File: src/rtl/pwm_pkg.sv
// pwm_pkg: constants shared by the PWM block and the SPI register front end.
//   PWM_BITS      - width of the period counter and duty register
//   NUM_CH        - number of output channels
//   ADDR_*        - SPI register addresses; MAX_ADDR bounds the valid range
//   pwm_level()   - PWM compare with pinned behaviour at duty 0 and 255
package pwm_pkg;

    localparam int unsigned PWM_BITS = 8;
    localparam int unsigned NUM_CH   = 16;

    localparam logic [6:0] ADDR_EN_OUT_LO = 7'h00;
    localparam logic [6:0] ADDR_EN_OUT_HI = 7'h01;
    localparam logic [6:0] ADDR_EN_PWM_LO = 7'h02;
    localparam logic [6:0] ADDR_EN_PWM_HI = 7'h03;
    localparam logic [6:0] ADDR_DUTY      = 7'h04;
    localparam logic [6:0] MAX_ADDR       = 7'h04;

    // Full-scale duty is held high through the wrap instead of dropping for count 255.
    function automatic logic pwm_level(input logic [PWM_BITS-1:0] cnt,
                                       input logic [PWM_BITS-1:0] duty);
        if (duty == '0) begin
            return 1'b0;
        end else if (duty == '1) begin
            return 1'b1;
        end else begin
            return cnt < duty;
        end
    endfunction

endpackage

File: src/rtl/pwm_timebase.sv
// pwm_timebase: prescaler plus 8-bit period counter shared by all channels.
//   i_clk, i_rst     - clock, asynchronous active-high reset
//   o_pwm_cnt        - current position inside the PWM period
//   o_wrap           - high on the cycle whose edge takes pwm_cnt from 255 to 0
//   o_period_start   - registered one-clk pulse when pwm_cnt == 0 first becomes visible
module pwm_timebase
    import pwm_pkg::*;
#(
    parameter int unsigned PRESCALE = 13
) (
    input  logic                i_clk,
    input  logic                i_rst,
    output logic [PWM_BITS-1:0] o_pwm_cnt,
    output logic                o_wrap,
    output logic                o_period_start
);

    // Keep at least one bit so PRESCALE = 1 still elaborates.
    localparam int unsigned PS_W = (PRESCALE > 1) ? $clog2(PRESCALE) : 1;
    localparam logic [PS_W-1:0] PS_LAST = PS_W'(PRESCALE - 1);

    logic [PS_W-1:0]     r_prescale_cnt;
    logic [PWM_BITS-1:0] r_pwm_cnt;
    logic                r_period_start;
    logic                w_tick;
    logic                w_wrap;

    assign w_tick = (r_prescale_cnt == PS_LAST);
    assign w_wrap = w_tick && (r_pwm_cnt == '1);

    always_ff @(posedge i_clk or posedge i_rst) begin
        if (i_rst) begin
            r_prescale_cnt <= '0;
            r_pwm_cnt      <= '0;
            r_period_start <= 1'b0;
        end else begin
            r_prescale_cnt <= w_tick ? '0 : r_prescale_cnt + 1'b1;
            if (w_tick) begin
                r_pwm_cnt <= r_pwm_cnt + 1'b1;
            end
            // Only a real wrap pulses, so the count of 0 right after reset does not.
            r_period_start <= w_wrap;
        end
    end

    assign o_pwm_cnt      = r_pwm_cnt;
    assign o_wrap         = w_wrap;
    assign o_period_start = r_period_start;

endmodule

File: src/rtl/pwm_peripheral.sv
// pwm_peripheral: 16-channel off/on/PWM output stage driven by the SPI register bank.
//   clk, rst             - clock, asynchronous active-high reset
//   en_reg_out_7_0/15_8  - per-channel output enable (enable wins over mode)
//   en_reg_pwm_7_0/15_8  - per-channel mode: 0 = static high, 1 = shared PWM
//   pwm_duty_cycle       - duty, loaded into a shadow register at each period wrap
//   out                  - registered channel outputs
//   period_start         - one-clk pulse at the start of each PWM period
module pwm_peripheral
    import pwm_pkg::*;
#(
    parameter int unsigned PRESCALE = 13,
    parameter int unsigned CH       = NUM_CH
) (
    input  logic          clk,
    input  logic          rst,
    input  logic [7:0]    en_reg_out_7_0,
    input  logic [7:0]    en_reg_out_15_8,
    input  logic [7:0]    en_reg_pwm_7_0,
    input  logic [7:0]    en_reg_pwm_15_8,
    input  logic [7:0]    pwm_duty_cycle,
    output logic [CH-1:0] out,
    output logic          period_start
);

    logic [PWM_BITS-1:0] w_pwm_cnt;
    logic                w_wrap;
    logic [PWM_BITS-1:0] r_duty_shadow;
    logic [CH-1:0]       r_out;
    logic [CH-1:0]       w_en_out;
    logic [CH-1:0]       w_en_pwm;
    logic                w_level;

    pwm_timebase #(
        .PRESCALE (PRESCALE)
    ) u_timebase (
        .i_clk          (clk),
        .i_rst          (rst),
        .o_pwm_cnt      (w_pwm_cnt),
        .o_wrap         (w_wrap),
        .o_period_start (period_start)
    );

    assign w_en_out = {en_reg_out_15_8, en_reg_out_7_0};
    assign w_en_pwm = {en_reg_pwm_15_8, en_reg_pwm_7_0};
    assign w_level  = pwm_level(w_pwm_cnt, r_duty_shadow);

    always_ff @(posedge clk or posedge rst) begin
        if (rst) begin
            r_duty_shadow <= '0;
            r_out         <= '0;
        end else begin
            // New duty only lands on the wrap edge so a period is never torn.
            if (w_wrap) begin
                r_duty_shadow <= pwm_duty_cycle;
            end
            r_out <= w_en_out & (~w_en_pwm | {CH{w_level}});
        end
    end

    assign out = r_out;

endmodule

File: config.mk
export PLATFORM = sky130hd
export DESIGN_NAME = pwm_peripheral
export DESIGN_NICKNAME = d
export VERILOG_FILES = /design/src/rtl/pwm_pkg.sv /design/src/rtl/pwm_timebase.sv /design/src/rtl/pwm_peripheral.sv
export SDC_FILE = /design/constraint.sdc
export NUM_CORES = 1
export LEC_CHECK = 0
export CAP_MARGIN = 15
export CORE_UTILIZATION = 44
export DETAILED_ROUTE_END_ITERATION = 8
export PLACE_DENSITY = 0.78
export SYNTH_ARGS = -nofsm -noshare
export SYNTH_HDL_FRONTEND = slang
export SYNTH_SLANG_ARGS = --single-unit
File: constraint.sdc
create_clock -name clk -period 2.4 [get_ports clk]
set_input_delay 0.48 -clock clk [delete_from_list [all_inputs] [get_ports clk]]
set_output_delay 0.48 -clock clk [all_outputs]
set_load 0.02 [all_outputs]
; After elaboration in Yosys (flattened, before gate mapping)
; Index checks and enable logic that the tools add are counted.
; Widths: inputs -> output; s select.
[totals]
reg_bits = 37
output_inout_bits = 17
wordCells = 19
[op_classes]
addsub = 2
n_lt_le_gt_ge = 1
n_eq_ne = 3
muxes = 3
bitwise = 3
n_reduce_logical = 2
[ops]
columns = operator, count
row1 = $and 16x16->16, 1
row2 = $eq 8x8->1 const B, 2
row3 = $not 16->16, 1
row4 = $or 16x16->16, 1
row5 = $add 8x1->8 const B, 1
row6 = $logic_not 8->1, 1
row7 = $lt 8x8->1, 1
row8 = $add 4x1->4 const B, 1
row9 = $eq 4x4->1 const B, 1
row10 = $mux 4, 1
row11 = $mux 1, 2
row12 = $logic_and 1x1->1, 1

; Depth between registers and ports, before layout
[logic_depth]
word_depth = 5
depth_mapped = 7
mapped_depth_nobuf = 6

; By module
; From an unflattened synthesis, not the netlist that was laid out.
[hier_totals]
hier_cells = 155
hier_area_um2 = 1654.1
[by_module_without_submodules]
columns = module, n_inst, cells_each, area_each_um2
row1 = pwm_peripheral, 1, 105, 1091.0
row2 = pwm_timebase, 1, 50, 563.0

; Least setup slack after synthesis
; No wires, ideal clock.
[synth_path]
path_kind = reg2reg
from = register u_timebase.r_prescale_cnt[0]
to = register r_duty_shadow[6]
arrival_time_ps = 1579
path_slack_ps = 696
path_stages_with_launch = 8
synth_period_minus_slack_ps = 1704
path_cell_list = dfrtp_1 -> inv_1 -> ha_1 -> and3_1 -> buf_6 -> and3_4 -> nand4_4 -> mux2_4
[synth_between]
elab_chain_cells = 2
[synth_rtl]
columns = item, line
row1 = start: declaration, pwm_timebase.sv:22  ; logic [PS_W-1:0] r_prescale_cnt;
row2 = start signal: assignment, pwm_timebase.sv:37  ; r_prescale_cnt <= w_tick ? '0 : r_prescale_cnt + 1'b1;
row3 = $eq 4x4->1, pwm_timebase.sv:28  ; assign w_tick = (r_prescale_cnt == PS_LAST);
row4 = $logic_and 1x1->1, pwm_timebase.sv:29  ; assign w_wrap = w_tick && (r_pwm_cnt == '1);
row5 = end signal: assignment, pwm_peripheral.sv:54  ; r_duty_shadow <= pwm_duty_cycle;
row6 = end: declaration, pwm_peripheral.sv:27  ; logic [PWM_BITS-1:0] r_duty_shadow;
; Every way passes these cells.
; A chain may end at the register's enable or synchronous reset.

; Worst setup path in the final report
[layout_path]
from = register u_timebase.r_pwm_cnt[6], in the netlist u_timebase.o_pwm_cnt[6]
to = register r_out[5], in the netlist out[5]
[layout_between]
elab_chain_cells = 5
[layout_rtl]
columns = item, line
row1 = start: declaration, pwm_timebase.sv:23  ; logic [PWM_BITS-1:0] r_pwm_cnt;
row2 = start signal: assignment, pwm_timebase.sv:39  ; r_pwm_cnt <= r_pwm_cnt + 1'b1;
row3 = $lt 8x8->1, pwm_pkg.sv:26  ; return cnt < duty;
row4 = $mux 1, pwm_pkg.sv:23  ; end else if (duty == '1) begin
row5 = $mux 1, pwm_pkg.sv:21  ; if (duty == '0) begin
row6 = $or 16x16->16, pwm_peripheral.sv:56  ; r_out <= w_en_out & (~w_en_pwm | {CH{w_level}});
row7 = $and 16x16->16, pwm_peripheral.sv:56
row8 = end signal: assignment, pwm_peripheral.sv:56
row9 = end: declaration, pwm_peripheral.sv:28  ; logic [CH-1:0] r_out;
; Every way passes these cells.

==> Implementation_results.wiki <==
{| class="wikitable"
! Metric !! Value
|-
| Final routed wirelength across all metal layers || 3.49 mm
|-
| GP Congestion || 0.765
|-
| Post-cts resize count || 0
|-
| Crit path kind || reg -> reg
|-
| Most common flop cell mapped by yosys || dfrtp_1
|-
| Required time of the worst setup path || 2.53 ns
|-
| Count of pins on the block boundary || 59
|-
| Count of cell types in the netlist || 27
|-
| Fraction of final layout cells sized beyond drive strength 1 || 0.102
|-
| Total power density per cell area || 536 mW/mm²
|-
| Logic depth of the worst register-to-register path || 5
|-
| Most common cell after layout, fill and taps aside || clkdlybuf4s50_1
|-
| Largest vdd supply drop || 0.333 mV
|-
| Highest-utilization routing layer at the global route stage || met2
|-
| Post-synthesis to final-layout area growth || 42.8%
|-
| Number of optimization iterations in the first detailed-route pass || 4
|-
| Routed Antenna Nets || 0
|-
| Remaining max-slew budget at the tightest pin || 0.502
|-
| Number of warnings issued by yosys || 0
|-
| Number of nets in the layout || 257
|-
| Total CTS buffers || 5
|-
| Clock network latency to the later pin of the worst-skew pair || 0.28 ns
|-
| Launch point of the worst hold path || u_timebase.r_prescale_cnt[3]$_DFF_PP0_
|-
| Combined area of all synthesized cells || 0.00168 mm²
|-
| Maximum net fanout on the critical path || 16
|-
| Fmax achieved || 0.498 GHz
|-
| Average detailed-routed wire length per instance || 13.7 µm
|-
| Detailed-route vias per instance || 5.03
|-
| Worst Max-Slew Pin Slew || 0.745 ns
|-
| Number of synthesized flops with an enable pin || 0
|-
| Number of nets in the synthesized netlist || 195
|-
| Worst-case clock buffer depth || 2
|-
| Post-synthesis register bit count || 37
|-
| Number of input and output port buffers inserted || 58
|-
| Launch point of the worst reg-to-reg path || u_timebase.o_pwm_cnt[6]$_DFFE_PP0P_
|-
| Worst Setup Start Kind || flop
|-
| Clock transition at the registers of the reported paths || 0.07 ns
|-
| CTS tree || done
|-
| Final non-filler cell area || 0.00239 mm²
|-
| Setup TNS || 0 ns
|-
| Placed wire-length estimate after detailed placement || 2.68 mm
|-
| Global Route met1 Usage || 0.221
|-
| Leak || 0.00109 µW
|-
| Signal arrival time at the worst endpoint || 2.14 ns
|-
| Worst hold path class || reg -> reg
|-
| Critical path origin || u_timebase.o_pwm_cnt[6]$_DFFE_PP0P_
|-
| Die Span Y || 63.7 µm
|-
| Clock Sink Count || 37
|-
| Via Count || 1277
|-
| Drc violations || 0
|-
| Worst setup EP type || flop
|-
| Hold Buf Count CTS || 0
|-
| Shortest period the worst path allows || 2.01 ns
|-
| Antenna violations before repair || 0
|-
| Met2 Use GR || 0.344
|-
| Worst setup slack for register-to-register paths || 0.39 ns
|-
| Final setup violation count || 0
|-
| Fraction of registers with async set/reset || 1.00
|-
| Postcts setup bufs || 0
|-
| Post-Synthesis Cells || 143
|-
| Starting density of the core || 0.458
|-
| DR iter-0 viols || 30
|-
| Setup repair after global routing missed its margin || no
|-
| Worst reg2reg endpoint || out[5]$_DFF_PP0_
|-
| Library cell used as clock root buffer || clkbuf_8
|-
| Placeable core region || 0.00366 mm²
|-
| Endpoints failing hold || 0
|-
| Mean instance size in the synthesized netlist || 11.7 µm²
|-
| Global Route Usage Sum || 0.194
|-
| GR met3 Demand/Resource || 0.0589
|-
| Wire length of the first global-routing pass || 6.00 mm
|-
| Number of rows in the core area || 22
|-
| Final period utilization || 0.837
|-
| Clock H-tree levels || 2
|-
| Chip width || 63.7 µm
|-
| Status || completed
|-
| Worst setup path end || out[5]$_DFF_PP0_
|-
| Antenna Diode Count || 0
|-
| Fraction of the yosys area taken by sequential cells || 0.552
|-
| Via count of the first global-routing pass || 1405
|-
| Total global routing overflow || 0
|-
| Total of max-cap violations || 0
|-
| Clock Skew || 0.00400 ns
|-
| Post-Place Cell Area || 0.00229 mm²
|-
| Pin count of the biggest net entering global routing || 38
|-
| Commonest non-fill, non-tap cells in the layout || 58 x clkdlybuf4s50_1, 37 x dfrtp_1, 27 x inv_1
|-
| Die Area || 0.00406 mm²
|-
| Pins over their slew limit || 0
|}
-- cell usage after synthesis (all sizes together), types with 3 or more instances --
master | n | area share
a31oi | 16 | 0.060
and3 | 3 | 0.014
buf | 4 | 0.019
dfrtp | 37 | 0.55
ha | 10 | 0.075
inv | 27 | 0.060
mux2 | 9 | 0.065
nand2 | 4 | 0.0090
nand4 | 6 | 0.031
nor2 | 4 | 0.0090
o21ai | 3 | 0.0090
xnor2 | 7 | 0.037
-- where the power goes --
part	internal, µW	switching (µW)	total (µW)
combinational	100	61.5	162
clock	259	205	464
sequential	645	11.2	656
total	1000	278	1280
-- cell families after synthesis --
| logic type | count (synthesis) | synth area share |
|---|---|---|
| buf+inv | 31 | 0.0799 |
| xor+xnor | 8 | 0.0418 |
| flops | 37 | 0.552 |
| mux | 9 | 0.0649 |
| compound gates | 26 | 0.101 |
| simple gates | 22 | 0.0851 |
| fa+ha+maj | 10 | 0.0746 |
-- layout make-up --
class,instances,area (µm²)
Tap cell,48,60.1
Inverter,27,101
Clock buffer,7,96.3
Clock inverter,1,5.00
Fill cell,274,1270
Sequential cell,37,926
Multi-Input combinational cell,75,617
Timing Repair Buffer,59,588
-- flip-flops by register name, indices dropped and copies added, names as in the netlist --
signal	flops
u_timebase.o_period_start	1
out	16
u_timebase.o_pwm_cnt	8
r_duty_shadow	8
u_timebase.r_prescale_cnt	4
-- worst max-delay path, stage by stage (launching register included) --
cell and delay [ns]:
dfrtp_1 0.45, ha_1 0.32, and4_1 0.18, o21ai_0 0.09, o211ai_2 0.61, a31oi_1 0.19
-- worst min path at each step --
stage,end,slack (ns),cells after the start
finish,u_timebase.r_prescale_cnt[3]$_DFF_PP0_,0.49,1
floorplan,u_timebase.r_prescale_cnt[3]$_DFF_PP0_,0.44,1
global placement,u_timebase.r_prescale_cnt[3]$_DFF_PP0_,0.45,1
CTS,u_timebase.r_prescale_cnt[3]$_DFF_PP0_,0.48,1
detailed placement,u_timebase.r_prescale_cnt[3]$_DFF_PP0_,0.47,1
global route,u_timebase.r_prescale_cnt[3]$_DFF_PP0_,0.50,1
-- per-stage QoR --
stage	util	hold slack [ns]	setup WS, ns	total power (µW)	std cells
after global routing	0.654	0.499	0.172	1330	254
after detailed placement	0.626	0.469	0.362	832	246
after CTS	0.654	0.480	0.362	1300	254
after floorplan	-	0.436	0.696	722	143
final	0.654	0.488	0.391	1280	254
after global placement	0.626	0.447	0.520	826	246
-- metal layers --
metal  vias to the layer above  wire, µm
met2                        42      1830
met5                         -         0
li1                        615         -
met4                         0        53
met1                       615      1420
met3                         5       183
(Power assumes the default switching activity.)
==> RTL change, RTL diff (same settings) <==
`PRESCALE` is set to 13 in 2 places; all go to 26.
--- a/src/rtl/pwm_timebase.sv
+++ b/src/rtl/pwm_timebase.sv
@@ -8,3 +8,3 @@
 #(
-    parameter int unsigned PRESCALE = 13
+    parameter int unsigned PRESCALE = 26
 ) (
--- a/src/rtl/pwm_peripheral.sv
+++ b/src/rtl/pwm_peripheral.sv
@@ -10,3 +10,3 @@
 #(
-    parameter int unsigned PRESCALE = 13,
+    parameter int unsigned PRESCALE = 26,
     parameter int unsigned CH       = NUM_CH
Check against the original RTL: no difference found for any inputs over 10 cycles, from zero or initial values and one cycle with rst high; that may be too few to reach the edited logic, so the function may still have changed.
==> RTL change against the unedited design <==
  * Sequential cell count grew 1
  * Routed wire length grew 11%
  * Cell area grew 2.3%
  * Total power shrank 4.4%
  * Core utilization grew 0.51 points
  * Critical path depth grew 1
  * Sequential share of layout area grew 0.15 points
  * Setup slack gained 0.11 ns
  * Largest power group unchanged
  * Synthesized area grew 3.4%
==> RTL change: results (changes against the unedited design) <==
| Metric | Value |
|---|---|
| Synth top area share | `54.8% (-0.39 points)` |
| Placed instance count | `249 (+1.2%)` |
| Critical path's slowest cell | `dfrtp_1` |
| Post-synthesis adder-cell area fraction | `7.22% (-0.25 points)` |
| Slew headroom | `65.8% (+16 points)` |
| Syn_nets | `198 (+1.5%)` |
| Global-route wire length before repair | `6330 um (+5.5%)` |
| Skew final | `0.00417 ns (+0.000174 ns)` |
| Post-synthesis mux area share | `8.15% (+1.7 points)` |
| DRT iter0 DRCs | `43 (+43%)` |
| Critical Path Max Stage Delay | `0.40 ns (-0.21 ns)` |
| CP delay by family, top | `simple AND/OR/NAND/NOR gates` |
| Top post-synthesis cells by count | `dfrtp_1 (38), inv_1 (25), a31oi_1 (16)` |
| Number of global-route vias before repair | `1420 (+1.1%)` |
| Compound-cell area share of the yosys netlist | `9.24% (-0.91 points)` |
| # nets final | `261 (+1.6%)` |
| Worst ir drop on vdd | `0.000284 V (-15%)` |
| Area of the multi-input gates | `649 um2 (+5.3%)` |
| Via/cell ratio | `5.14 (+2.2%)` |
| GRT Resource Usage Total | `20.1% (+0.76 points)` |
| Synth Area in XOR/XNOR | `4.55% (+0.37 points)` |
| Status | `completed` |
| Via Count | `1325 (+3.8%)` |
| Register area share after synthesis | `54.8% (-0.39 points)` |
| Postcts setup bufs | `1 (+1)` |
| CP max FO | `9 (-7)` |
## RTL change: cell types whose count changed in the layout (fill, tap and decap cells not counted), sizes merged, moves of 2 or more
cell   unedited run  this run
buf               1         3
nand3             0         2
nand4             6         1
xor2              1         4
inv              27        25
and4              1         3
xnor2             7         5
## RTL change: path summary, 6_finish.rpt
check	start	end	slack (ns)	depth (start not counted)
min in group asynchronous	rst	r_duty_shadow[0]	0.64	3
max in group asynchronous	rst	out[11]	1.44	3
min	u_timebase.r_prescale_cnt[0]	u_timebase.r_prescale_cnt[0]	0.50	1
max	u_timebase.r_prescale_cnt[1]	r_duty_shadow[7]	0.50	6
min reg2reg	u_timebase.r_prescale_cnt[0]	u_timebase.r_prescale_cnt[0]	0.50	1
max reg2reg	u_timebase.r_prescale_cnt[1]	r_duty_shadow[7]	0.50	6
## RTL change: routing by layer
metal | GRT usage (%) | share of wire (%) | up-vias
met3 | 4.58 | 7.7 | 8
met2 | 36.5 | 49 | 62
li1 | - | - | 625
met1 | 22.8 | 41 | 630
met4 | 7.50 | 2.2 | 0
met5 | 0 | 0 | -
## RTL change: kinds of logic after synthesis
group	count (synthesis)
muxes	10
xor gates and xnor gates	9
buffers and inverters	30
DFF	38
adders and majority gates	10
and+or+nand+nor	24
AOI/OAI and AO/OA	25
## RTL change: area by class of cell
class,instances,area share (%)
Clock inverter,1,0.204
Inverter,25,3.83
Sequential cell,38,38.8
Tap cell,48,2.45
Clock buffer,7,3.53
Timing Repair Buffer,61,24.6
Multi-Input combinational cell,78,26.5
## RTL change: worst reg2reg max path, cell delays in order, from the launching register on
cell and delay, ns:
dfrtp_1 0.40, inv_1 0.06, ha_1 0.16, and4b_1 0.28
and4_4 0.26, and3_4 0.30, mux2_4 0.32
## RTL change: where the power goes
part           internal [W]  switching [W]
clock              0.000231       0.000195
sequential         0.000654     0.00000386
combinational     0.0000888      0.0000527
total              0.000974       0.000251
## RTL change: through the flow
step	instance area, um2	hold slack, ns	power [W]
detailed placement	2350	0.490	0.000813
global placement	2350	0.474	0.000809
CTS	2450	0.499	0.00124
global route	2450	0.537	0.00128
finish	2450	0.495	0.00123
floorplan	1730	0.461	0.000710
